[config.mk]
export PLATFORM = sky130hd
export DESIGN_NAME = pause_ce_gate_flat
export DESIGN_NICKNAME = d
export VERILOG_FILES = /design/src/rtl/pause_ce_gate_if.sv /design/src/rtl/pause_ce_gate.sv /design/src/flat_wrapper.sv
export SDC_FILE = /design/constraint.sdc
export NUM_CORES = 1
export LEC_CHECK = 0
export ABC_CLOCK_PERIOD_IN_PS = 3000
export CAP_MARGIN = 10
export CORE_UTILIZATION = 59
export CTS_CLUSTER_DIAMETER = 60
export DETAILED_ROUTE_END_ITERATION = 8
export PLACE_DENSITY = 0.8
export RECOVER_POWER = 100
export SYNTH_ARGS = -nofsm -noshare
export SYNTH_HDL_FRONTEND = slang
export SYNTH_SLANG_ARGS = --single-unit
[constraint.sdc]
create_clock -name clk_sys -period 3 [get_ports clk_sys]
set_input_delay 0.3 -clock clk_sys [delete_from_list [all_inputs] [get_ports clk_sys]]
set_output_delay 0.3 -clock clk_sys [all_outputs]
set_load 0.05 [all_outputs]
[src/rtl/pause_ce_gate_if.sv]
// rtl/pause_ce_gate_if.sv - pause/clock-enable handshake bundle between pause handler, CPU and gate
// Signals:
//   pause_req  pause level from the pause handler (active-high)
//   cpu_m1_n   CPU opcode-fetch strobe (active-low)
//   vblank     video vblank, present only when PAUSE_CE_VBLANK_EN is defined
//   cpu_ce     gated CPU clock-enable
//   pause_ack  high while the CPU is frozen
//   forced     sticky flag: last halt came from the drain timeout
// Modports: master drives requests and observes status; slave is the gate.
interface pause_ce_gate_if;
    logic pause_req;
    logic cpu_m1_n;
    logic cpu_ce;
    logic pause_ack;
    logic forced;
`ifdef PAUSE_CE_VBLANK_EN
    logic vblank;

    modport master (
        output pause_req, cpu_m1_n, vblank,
        input  cpu_ce, pause_ack, forced
    );
    modport slave (
        input  pause_req, cpu_m1_n, vblank,
        output cpu_ce, pause_ack, forced
    );
`else
    modport master (
        output pause_req, cpu_m1_n,
        input  cpu_ce, pause_ack, forced
    );
    modport slave (
        input  pause_req, cpu_m1_n,
        output cpu_ce, pause_ack, forced
    );
`endif
endinterface

[src/rtl/pause_ce_gate.sv]
// rtl/pause_ce_gate.sv - gates the CPU clock-enable so a pause halts on an opcode-fetch boundary
// Optional feature macro: PAUSE_CE_VBLANK_EN (resume additionally waits for a vblank rising edge).
// Ports:
//   clk_sys  in  core system clock
//   reset_n  in  asynchronous active-low reset
//   bus      slave modport of pause_ce_gate_if (pause_req, cpu_m1_n, [vblank] in;
//            cpu_ce, pause_ack, forced out)
module pause_ce_gate #(
    parameter int CE_DIV       = 4,
    parameter int DRAIN_MAX    = 64,
    parameter int RESUME_DELAY = 8
) (
    input  logic            clk_sys,
    input  logic            reset_n,
    pause_ce_gate_if.slave  bus
);
    localparam int DIV_W = $clog2(CE_DIV);
    localparam int DRN_W = $clog2(DRAIN_MAX + 1);
    localparam int RES_W = (RESUME_DELAY > 1) ? $clog2(RESUME_DELAY) : 1;

    localparam logic [DIV_W-1:0] DIV_LAST  = DIV_W'(CE_DIV - 1);
    localparam logic [DRN_W-1:0] DRN_LIMIT = DRN_W'(DRAIN_MAX);
    localparam logic [DRN_W-1:0] DRN_PRE   = DRN_W'(DRAIN_MAX - 1);
    localparam logic [RES_W-1:0] RES_LAST  = RES_W'(RESUME_DELAY - 1);

    typedef enum logic [1:0] {
        ST_RUN    = 2'd0,
        ST_DRAIN  = 2'd1,
        ST_PAUSED = 2'd2,
        ST_RESUME = 2'd3
    } state_t;

    state_t           r_state;
    state_t           w_state_nxt;
    logic [DIV_W-1:0] r_div_cnt;
    logic [DRN_W-1:0] r_drain_cnt;
    logic [DRN_W-1:0] w_drain_nxt;
    logic [RES_W-1:0] r_resume_cnt;
    logic [RES_W-1:0] w_resume_nxt;
    logic             r_cpu_ce;
    logic             w_ce_nxt;
    logic             r_pause_ack;
    logic             r_forced;
    logic             w_forced_nxt;
    logic             w_tick;
    logic             w_resume_ok;

    assign w_tick = (r_div_cnt == DIV_LAST);

`ifdef PAUSE_CE_VBLANK_EN
    logic r_vblank_d;

    // A rising edge is only acted on once the timer has reached its end
    // (the counter saturates there), keeping the restart frame-aligned.
    assign w_resume_ok = bus.vblank & ~r_vblank_d;

    always_ff @(posedge clk_sys or negedge reset_n) begin
        if (!reset_n) begin
            r_vblank_d <= 1'b0;
        end else begin
            r_vblank_d <= bus.vblank;
        end
    end
`else
    assign w_resume_ok = 1'b1;
`endif

    // Divider free-runs in every state so the CE phase survives a pause.
    always_ff @(posedge clk_sys or negedge reset_n) begin
        if (!reset_n) begin
            r_div_cnt <= '0;
        end else if (w_tick) begin
            r_div_cnt <= '0;
        end else begin
            r_div_cnt <= r_div_cnt + DIV_W'(1);
        end
    end

    always_ff @(posedge clk_sys or negedge reset_n) begin
        if (!reset_n) begin
            r_state      <= ST_RUN;
            r_drain_cnt  <= '0;
            r_resume_cnt <= '0;
            r_cpu_ce     <= 1'b0;
            r_pause_ack  <= 1'b0;
            r_forced     <= 1'b0;
        end else begin
            r_state      <= w_state_nxt;
            r_drain_cnt  <= w_drain_nxt;
            r_resume_cnt <= w_resume_nxt;
            r_cpu_ce     <= w_ce_nxt;
            r_pause_ack  <= (w_state_nxt == ST_PAUSED);
            r_forced     <= w_forced_nxt;
        end
    end

    always_comb begin
        w_state_nxt  = r_state;
        w_drain_nxt  = r_drain_cnt;
        w_resume_nxt = r_resume_cnt;
        w_ce_nxt     = 1'b0;
        w_forced_nxt = r_forced;
        case (r_state)
            ST_RUN: begin
                // A tick on the same cycle as the request still passes.
                w_ce_nxt = w_tick;
                if (bus.pause_req) begin
                    w_state_nxt = ST_DRAIN;
                    w_drain_nxt = '0;
                end
            end
            ST_DRAIN: begin
                if (!bus.pause_req) begin
                    w_state_nxt = ST_RUN;
                    w_ce_nxt    = w_tick;
                end else if (w_tick) begin
                    // M1 is checked first so it wins over the timeout.
                    if (!bus.cpu_m1_n) begin
                        w_state_nxt  = ST_PAUSED;
                        w_forced_nxt = 1'b0;
                    end else if (r_drain_cnt == DRN_PRE) begin
                        w_drain_nxt  = DRN_LIMIT;
                        w_state_nxt  = ST_PAUSED;
                        w_forced_nxt = 1'b1;
                    end else begin
                        w_drain_nxt = r_drain_cnt + DRN_W'(1);
                        w_ce_nxt    = 1'b1;
                    end
                end
            end
            ST_PAUSED: begin
                if (!bus.pause_req) begin
                    w_state_nxt  = ST_RESUME;
                    w_resume_nxt = '0;
                end
            end
            ST_RESUME: begin
                // CPU is still frozen on M1, so a new request skips DRAIN.
                if (bus.pause_req) begin
                    w_state_nxt = ST_PAUSED;
                end else if (r_resume_cnt == RES_LAST) begin
                    if (w_resume_ok) begin
                        w_state_nxt = ST_RUN;
                    end
                end else begin
                    w_resume_nxt = r_resume_cnt + RES_W'(1);
                end
            end
            default: begin
                w_state_nxt = ST_RUN;
            end
        endcase
    end

    assign bus.cpu_ce    = r_cpu_ce;
    assign bus.pause_ack = r_pause_ack;
    assign bus.forced    = r_forced;
endmodule

[src/flat_wrapper.sv]
// flat-port wrapper written by rule: the top's interface ports become plain ports
module pause_ce_gate_flat 
#(
    parameter int CE_DIV       = 4,
    parameter int DRAIN_MAX    = 64,
    parameter int RESUME_DELAY = 8
)
  (clk_sys, reset_n, bus_pause_req, bus_cpu_m1_n, bus_cpu_ce, bus_pause_ack, bus_forced);
  pause_ce_gate_if bus_i ();
  input  logic clk_sys;
  input  logic reset_n;
  input wire logic [$bits(bus_i.pause_req)-1:0] bus_pause_req;
  input wire logic [$bits(bus_i.cpu_m1_n)-1:0] bus_cpu_m1_n;
  output wire logic [$bits(bus_i.cpu_ce)-1:0] bus_cpu_ce;
  output wire logic [$bits(bus_i.pause_ack)-1:0] bus_pause_ack;
  output wire logic [$bits(bus_i.forced)-1:0] bus_forced;
  assign bus_i.pause_req = bus_pause_req;
  assign bus_i.cpu_m1_n = bus_cpu_m1_n;
  assign bus_cpu_ce = bus_i.cpu_ce;
  assign bus_pause_ack = bus_i.pause_ack;
  assign bus_forced = bus_i.forced;
  pause_ce_gate #(.CE_DIV(CE_DIV), .DRAIN_MAX(DRAIN_MAX), .RESUME_DELAY(RESUME_DELAY)) u_core (.clk_sys(clk_sys), .reset_n(reset_n), .bus(bus_i));
endmodule
## Word-level counts from Yosys, hierarchy flattened

Cells that the tools add are included.

- Add/subtract/negate cells: 3
- Eq/ne operators: 15
- Mux-type cells: 27
- Reductions and logical operators: 6

Operators with widths:

| kind | number |
|---|---|
| 7-bit two-way mux | 5 |
| 2-bit two-way mux | 9 |
| 7-bit case mux with 2 select lines | 1 |
| 2-bit != test (second input constant) | 6 |
| 3-bit two-way mux | 3 |
| 2-bit equality test (second input constant) | 4 |
| 2-bit case mux with 4 select lines | 1 |
| 4-bit AND reduction | 2 |
| 7-bit by 1-bit adder with 7-bit output (second input constant) | 1 |
| 7-bit by 6-bit equality test with 1-bit output (second input constant) | 1 |
| 1-bit two-way mux | 6 |
| 3-bit case mux with 2 select lines | 1 |
| 5-bit AND reduction | 1 |
| 2-bit by 1-bit != test with 1-bit output (second input constant) | 2 |
| 2-bit nonzero test | 2 |
| 3-bit by 1-bit adder with 3-bit output (second input constant) | 1 |
| 3-bit equality test (second input constant) | 1 |
| 2-bit by 1-bit adder with 2-bit output (second input constant) | 1 |
| 2-bit by 1-bit equality test with 1-bit output (second input constant) | 1 |
| 2-bit logical NOT | 1 |
| 1-bit case mux with 2 select lines | 1 |

- Bits in registers: 17
- Input bits: 4
- Output and inout bits: 3
- Logic and storage cells: 58

## Logic depth before layout (Yosys ltp)

- Depth in word-level cells: 7
- Mapped depth: 5
- Depth with buffers taken out: 5

## Least setup slack after synthesis

No wires, ideal clock.

- Path kind: register to register
- From: reg u_core.r_drain_cnt[0]
- To: reg u_core.r_drain_cnt[0]
- Library setup time: 125 ps
- Arrival time: 1325 ps
- Data required time: 2875 ps
- Setup slack: 1550 ps
- Stages on the path, launching flop included: 6
- Path buffers: 0
- Period minus slack after synthesis: 1450 ps
- Cells stage by stage: dfrtp_1 -> ha_1 -> nand3_4 -> o311ai_4 -> nor2_1 -> mux2_2

- Longest elaborated chain between the ends: 6
- Elaborated cells between the ends (all ways): 7
- Those cells by class: add/sub (1); eq/ne (1); mux (5)

RTL lines:

| item | RTL line | text |
|---|---|---|
| from (decl) | pause_ce_gate.sv:36 | `logic [DRN_W-1:0] r_drain_cnt;` |
| from (signal assigned) | pause_ce_gate.sv:89 | `r_drain_cnt <= w_drain_nxt;` |
| 7-bit by 1-bit adder with 7-bit output or 7-bit by 6-bit equality test with 1-bit output (tied branches) | pause_ce_gate.sv:126, pause_ce_gate.sv:121 |  |
| 7-bit two-way mux (*) | pause_ce_gate.sv:121 | `end else if (r_drain_cnt == DRN_PRE) begin` |
| 7-bit two-way mux (*) | pause_ce_gate.sv:118 | `if (!bus.cpu_m1_n) begin` |
| 7-bit two-way mux (*) | pause_ce_gate.sv:116 | `end else if (w_tick) begin` |
| 7-bit two-way mux (*) | pause_ce_gate.sv:113 | `if (!bus.pause_req) begin` |
| 7-bit case mux with 2 select lines (*) | pause_ce_gate.sv:103 | `case (r_state)` |

Every way passes the cells marked *; elsewhere a longest branch is shown, timed or not. The select of a mux whose other input is x is not followed.
A chain may end at the register's enable or synchronous reset.

## Worst setup path after layout

- From: reg u_core.r_forced, in the netlist u_core.bus.forced
- To: out bus_forced

RTL lines:

| item | RTL line | text |
|---|---|---|
| from (decl) | pause_ce_gate.sv:43 | `logic r_forced;` |
| from (signal assigned) | pause_ce_gate.sv:93 | `r_forced <= w_forced_nxt;` |
| to (decl) | flat_wrapper.sv:16 | `output wire logic [$bits(bus_i.forced)-1:0] bus_forced;` |

No word-level cell between the ends.

==> metrics.csv <==
stage;metric;value;unit
run_status;status;completed;
floorplan;die_x;41.2;um
routing;vias;651;
timing;period_minus_slack;1.82;ns
synthesis;synth_top_cell_by_area;dfrtp_1;
timing;fin_setup_tns;0;ns
timing;final_max_slew_viol_count;0;
finish;drive_gt1_share;8.99;%
placed_design;dp_hpwl;1170;um
grt;grt_pass1_wl;2330;um
critical_path;arrival;1.52;ns
critical_path;rr_startpoint;u_core.r_drain_cnt[0]$_DFFE_PN0P_;
routing;drt_iter0_markers;11;
placed_design;globalplace.congestion;0.802;
cts;cts_hold_buf;0;
cts;clock-sinks;17;
finish;area.growth.synth_to_final;5.94;%
synthesis;synth_top_area_share;47.0;%
synthesis;ys_types;31;
grt;grt_pass1_vias;536;
critical_path;worst-path-stages;1;
timing;fmax;550;MHz
critical_path;r2r_cells;5;
cts;htreeDepth;1;
grt;grt_max_degree;18;
floorplan;fp-row-count;13;
floorplan;dieHeight;41.2;um
critical_path;endpoint_kind;primary output;
timing;hold_viol;0;
routing;via_per_inst;6.26;
floorplan;io_pins;7;
critical_path;cp.required;2.70;ns
synthesis;postSynthCellCount;82;
timing;hold_ws;0.431;ns
critical_path;cp_max_fo;2;
finish;nets;98;
power_and_ir_drop;powerDensity;551;nW/um^2
cts;clk_path_buf_depth;2;
grt;grtUsageTotal;22.2;%
placed_design;port_buffers;6;
timing;finalSetupViolations;0;
critical_path;reg2reg_to;u_core.r_drain_cnt[0]$_DFFE_PN0P_;
cts;cts_tree;built;
routing;totalWireLength;1670;um
timing;fin_crit_sh;60.6;%
critical_path;crit_path_start;u_core.bus.forced$_DFFE_PN0P_;
job;max-cap-violations;0;
cts;post_cts_buffers;0;
routing;firstDrtPassIters;4;
cts;cts_root_buf;clkbuf_4;
floorplan;start_util;66.3;%
critical_path;cp_top_family;buffers and inverters;
cts;cts.clk_slew.worst_paths;0.10;ns
timing;worst_slew_pin_slew;0.758;ns
grt;antenna_found_initial;0;
routing;wl_per_cell;16.1;um
timing;rsz0062_at_grt;false;
synthesis;yosys-top-cells-area;dfrtp_1 (47%), a22o_1 (6.8%), ha_1 (5.5%);
synthesis;mappedNetlistArea;906;sq um
synthesis;avgSynthCellArea;11.0;sq um
critical_path;worstSetupPathType;reg2out;
critical_path;slowest_stage;dlygate4sd3_1;
synthesis;ys_ff_latch;17;
critical_path;critPathCapture;bus_forced;
synthesis;synth.yosys.warnings;0;
synthesis;synth_fp_nets;90;
timing;relSlewSlack;49.3;%
critical_path;cp-start-kind;flop;
critical_path;worstPathCellList;dlygate4sd3_1;
cts;cts_resized;0;
cts;clk_latency;0.29;ns
power_and_ir_drop;p_total;529;uW
timing;skew;0.00238;ns
cts;numCtsBuffers;3;
routing;drc;0;
synthesis;ys_seq_area_share;47.0;%
grt;gr-total-overflow;0;
critical_path;path_buf_inv;1;
power_and_ir_drop;p_leak;0.437;nW
power_and_ir_drop;peakVddDrop;325;uV
min_path;hold_class;reg2reg;
routing;detail-route-antenna-nets;0;
critical_path;cp_slowest_stage_delay;0.87;ns
critical_path;rrSetupSlack;1.25;ns
finish;fin_cells;104;
finish;n_antenna_cell;0;
placed_design;dp_cells;100;
floorplan;die_area;1700;sq um
floorplan;design.core.area;1370;sq um
finish;postLayoutCoreUtil;70.2;%
## power by group
group | switching (mW) | total [mW] | internal, mW
clock network | 0.0729 | 0.125 | 0.0518
logic | 0.0573 | 0.112 | 0.0542
registers | 0.0350 | 0.292 | 0.257
total | 0.165 | 0.529 | 0.363
## worst min-delay path by stage
| stage | from | to | slack (ns) | cells after the start |
|---|---|---|---|---|
| final | u_core.r_div_cnt[0]$_DFF_PN0_ | u_core.r_div_cnt[0]$_DFF_PN0_ | 0.43 | 1 |
| after floorplan | reset_n | u_core.bus.cpu_ce$_DFF_PN0_ | 0.004 | 0 |
| after global routing | u_core.r_div_cnt[0]$_DFF_PN0_ | u_core.r_div_cnt[0]$_DFF_PN0_ | 0.44 | 1 |
| after CTS | u_core.r_div_cnt[0]$_DFF_PN0_ | u_core.r_div_cnt[0]$_DFF_PN0_ | 0.43 | 1 |
| after detailed placement | u_core.r_div_cnt[0]$_DFF_PN0_ | u_core.r_div_cnt[0]$_DFF_PN0_ | 0.42 | 1 |
| after global placement | u_core.r_div_cnt[0]$_DFF_PN0_ | u_core.r_div_cnt[0]$_DFF_PN0_ | 0.41 | 1 |
## cells in the mapped netlist (all sizes together)
| cell | count |
|---|---|
| or3 | 1 |
| nand2b | 2 |
| nand3 | 1 |
| a211oi | 1 |
| dfrtp | 17 |
| buf | 2 |
| mux2 | 2 |
| a22o | 7 |
| a31oi | 1 |
| nor2b | 2 |
| clkbuf | 1 |
| o32a | 1 |
| nor3 | 1 |
| nor2 | 6 |
| a21oi | 1 |
| nand4 | 1 |
| a21o | 1 |
| ha | 4 |
| and3 | 2 |
| a2111oi | 1 |
| nand2 | 11 |
| a32oi | 1 |
| o21ai | 5 |
| o41ai | 1 |
| o21a | 2 |
| inv | 2 |
| or2b | 1 |
| xnor2 | 2 |
| o31ai | 1 |
| o311ai | 1 |
## cells by family after synthesis
family / after synthesis / synth area share (%)
adders and majority gates: 4 / 5.53
xor gates and xnor gates: 2 / 1.93
DFF: 17 / 47.0
AOI/OAI and AO/OA: 24 / 24.2
buffers and inverters: 5 / 3.04
and+or+nand+nor: 28 / 15.9
muxes: 2 / 2.49
## stage by stage
step	area, sq um	setup WS (ns)
3_3_place_gp	965	1.19
4_1_cts	991	1.24
6_report	960	1.18
2_1_floorplan	906	1.55
5_1_grt	960	1.15
3_5_place_dp	965	1.07
## flip-flops by register name, indices dropped and copies added (netlist names)
name / cells
u_core.r_state: 2
u_core.bus.pause_ack: 1
u_core.r_div_cnt: 2
u_core.r_resume_cnt: 3
u_core.bus.forced: 1
u_core.r_drain_cnt: 7
u_core.bus.cpu_ce: 1
## placed cells by master, fill, tap and decap left out, drive strengths merged
master	n
nand2b	2
nor2b	2
or2b	1
a31oi	1
a21o	1
clkdlybuf4s50	1
ha	4
a21oi	1
nor2	6
a2111oi	1
nand3	1
dlygate4sd3	5
o21ai	5
and3	2
a211oi	1
o32a	1
o41ai	1
a22o	7
mux2	2
inv	2
o21a	2
dfrtp	17
o31ai	1
a32oi	1
o311ai	1
nand4	1
xnor2	2
nand2	11
nor3	1
or3	1
clkbuf	4
## area by class of cell
| cell class | count | area, sq um |
|---|---|---|
| clock buffers | 4 | 26.3 |
| fillers | 118 | 407 |
| inverters | 2 | 7.51 |
| flip-flops and latches | 17 | 425 |
| repair buffers | 6 | 60.1 |
| well taps | 15 | 18.8 |
| multi-input cells | 60 | 422 |
## metal layers
layer | share of wire [%] | vias up | routed length [um] | track usage [%]
met5 | 0 | - | 0 | 0
met4 | 2.2 | 0 | 36 | 12.1
met3 | 3.8 | 5 | 64 | 4.89
met2 | 47 | 21 | 791 | 33.2
met1 | 47 | 310 | 780 | 29.7
li1 | - | 315 | - | -
(Power assumes the default switching activity.)
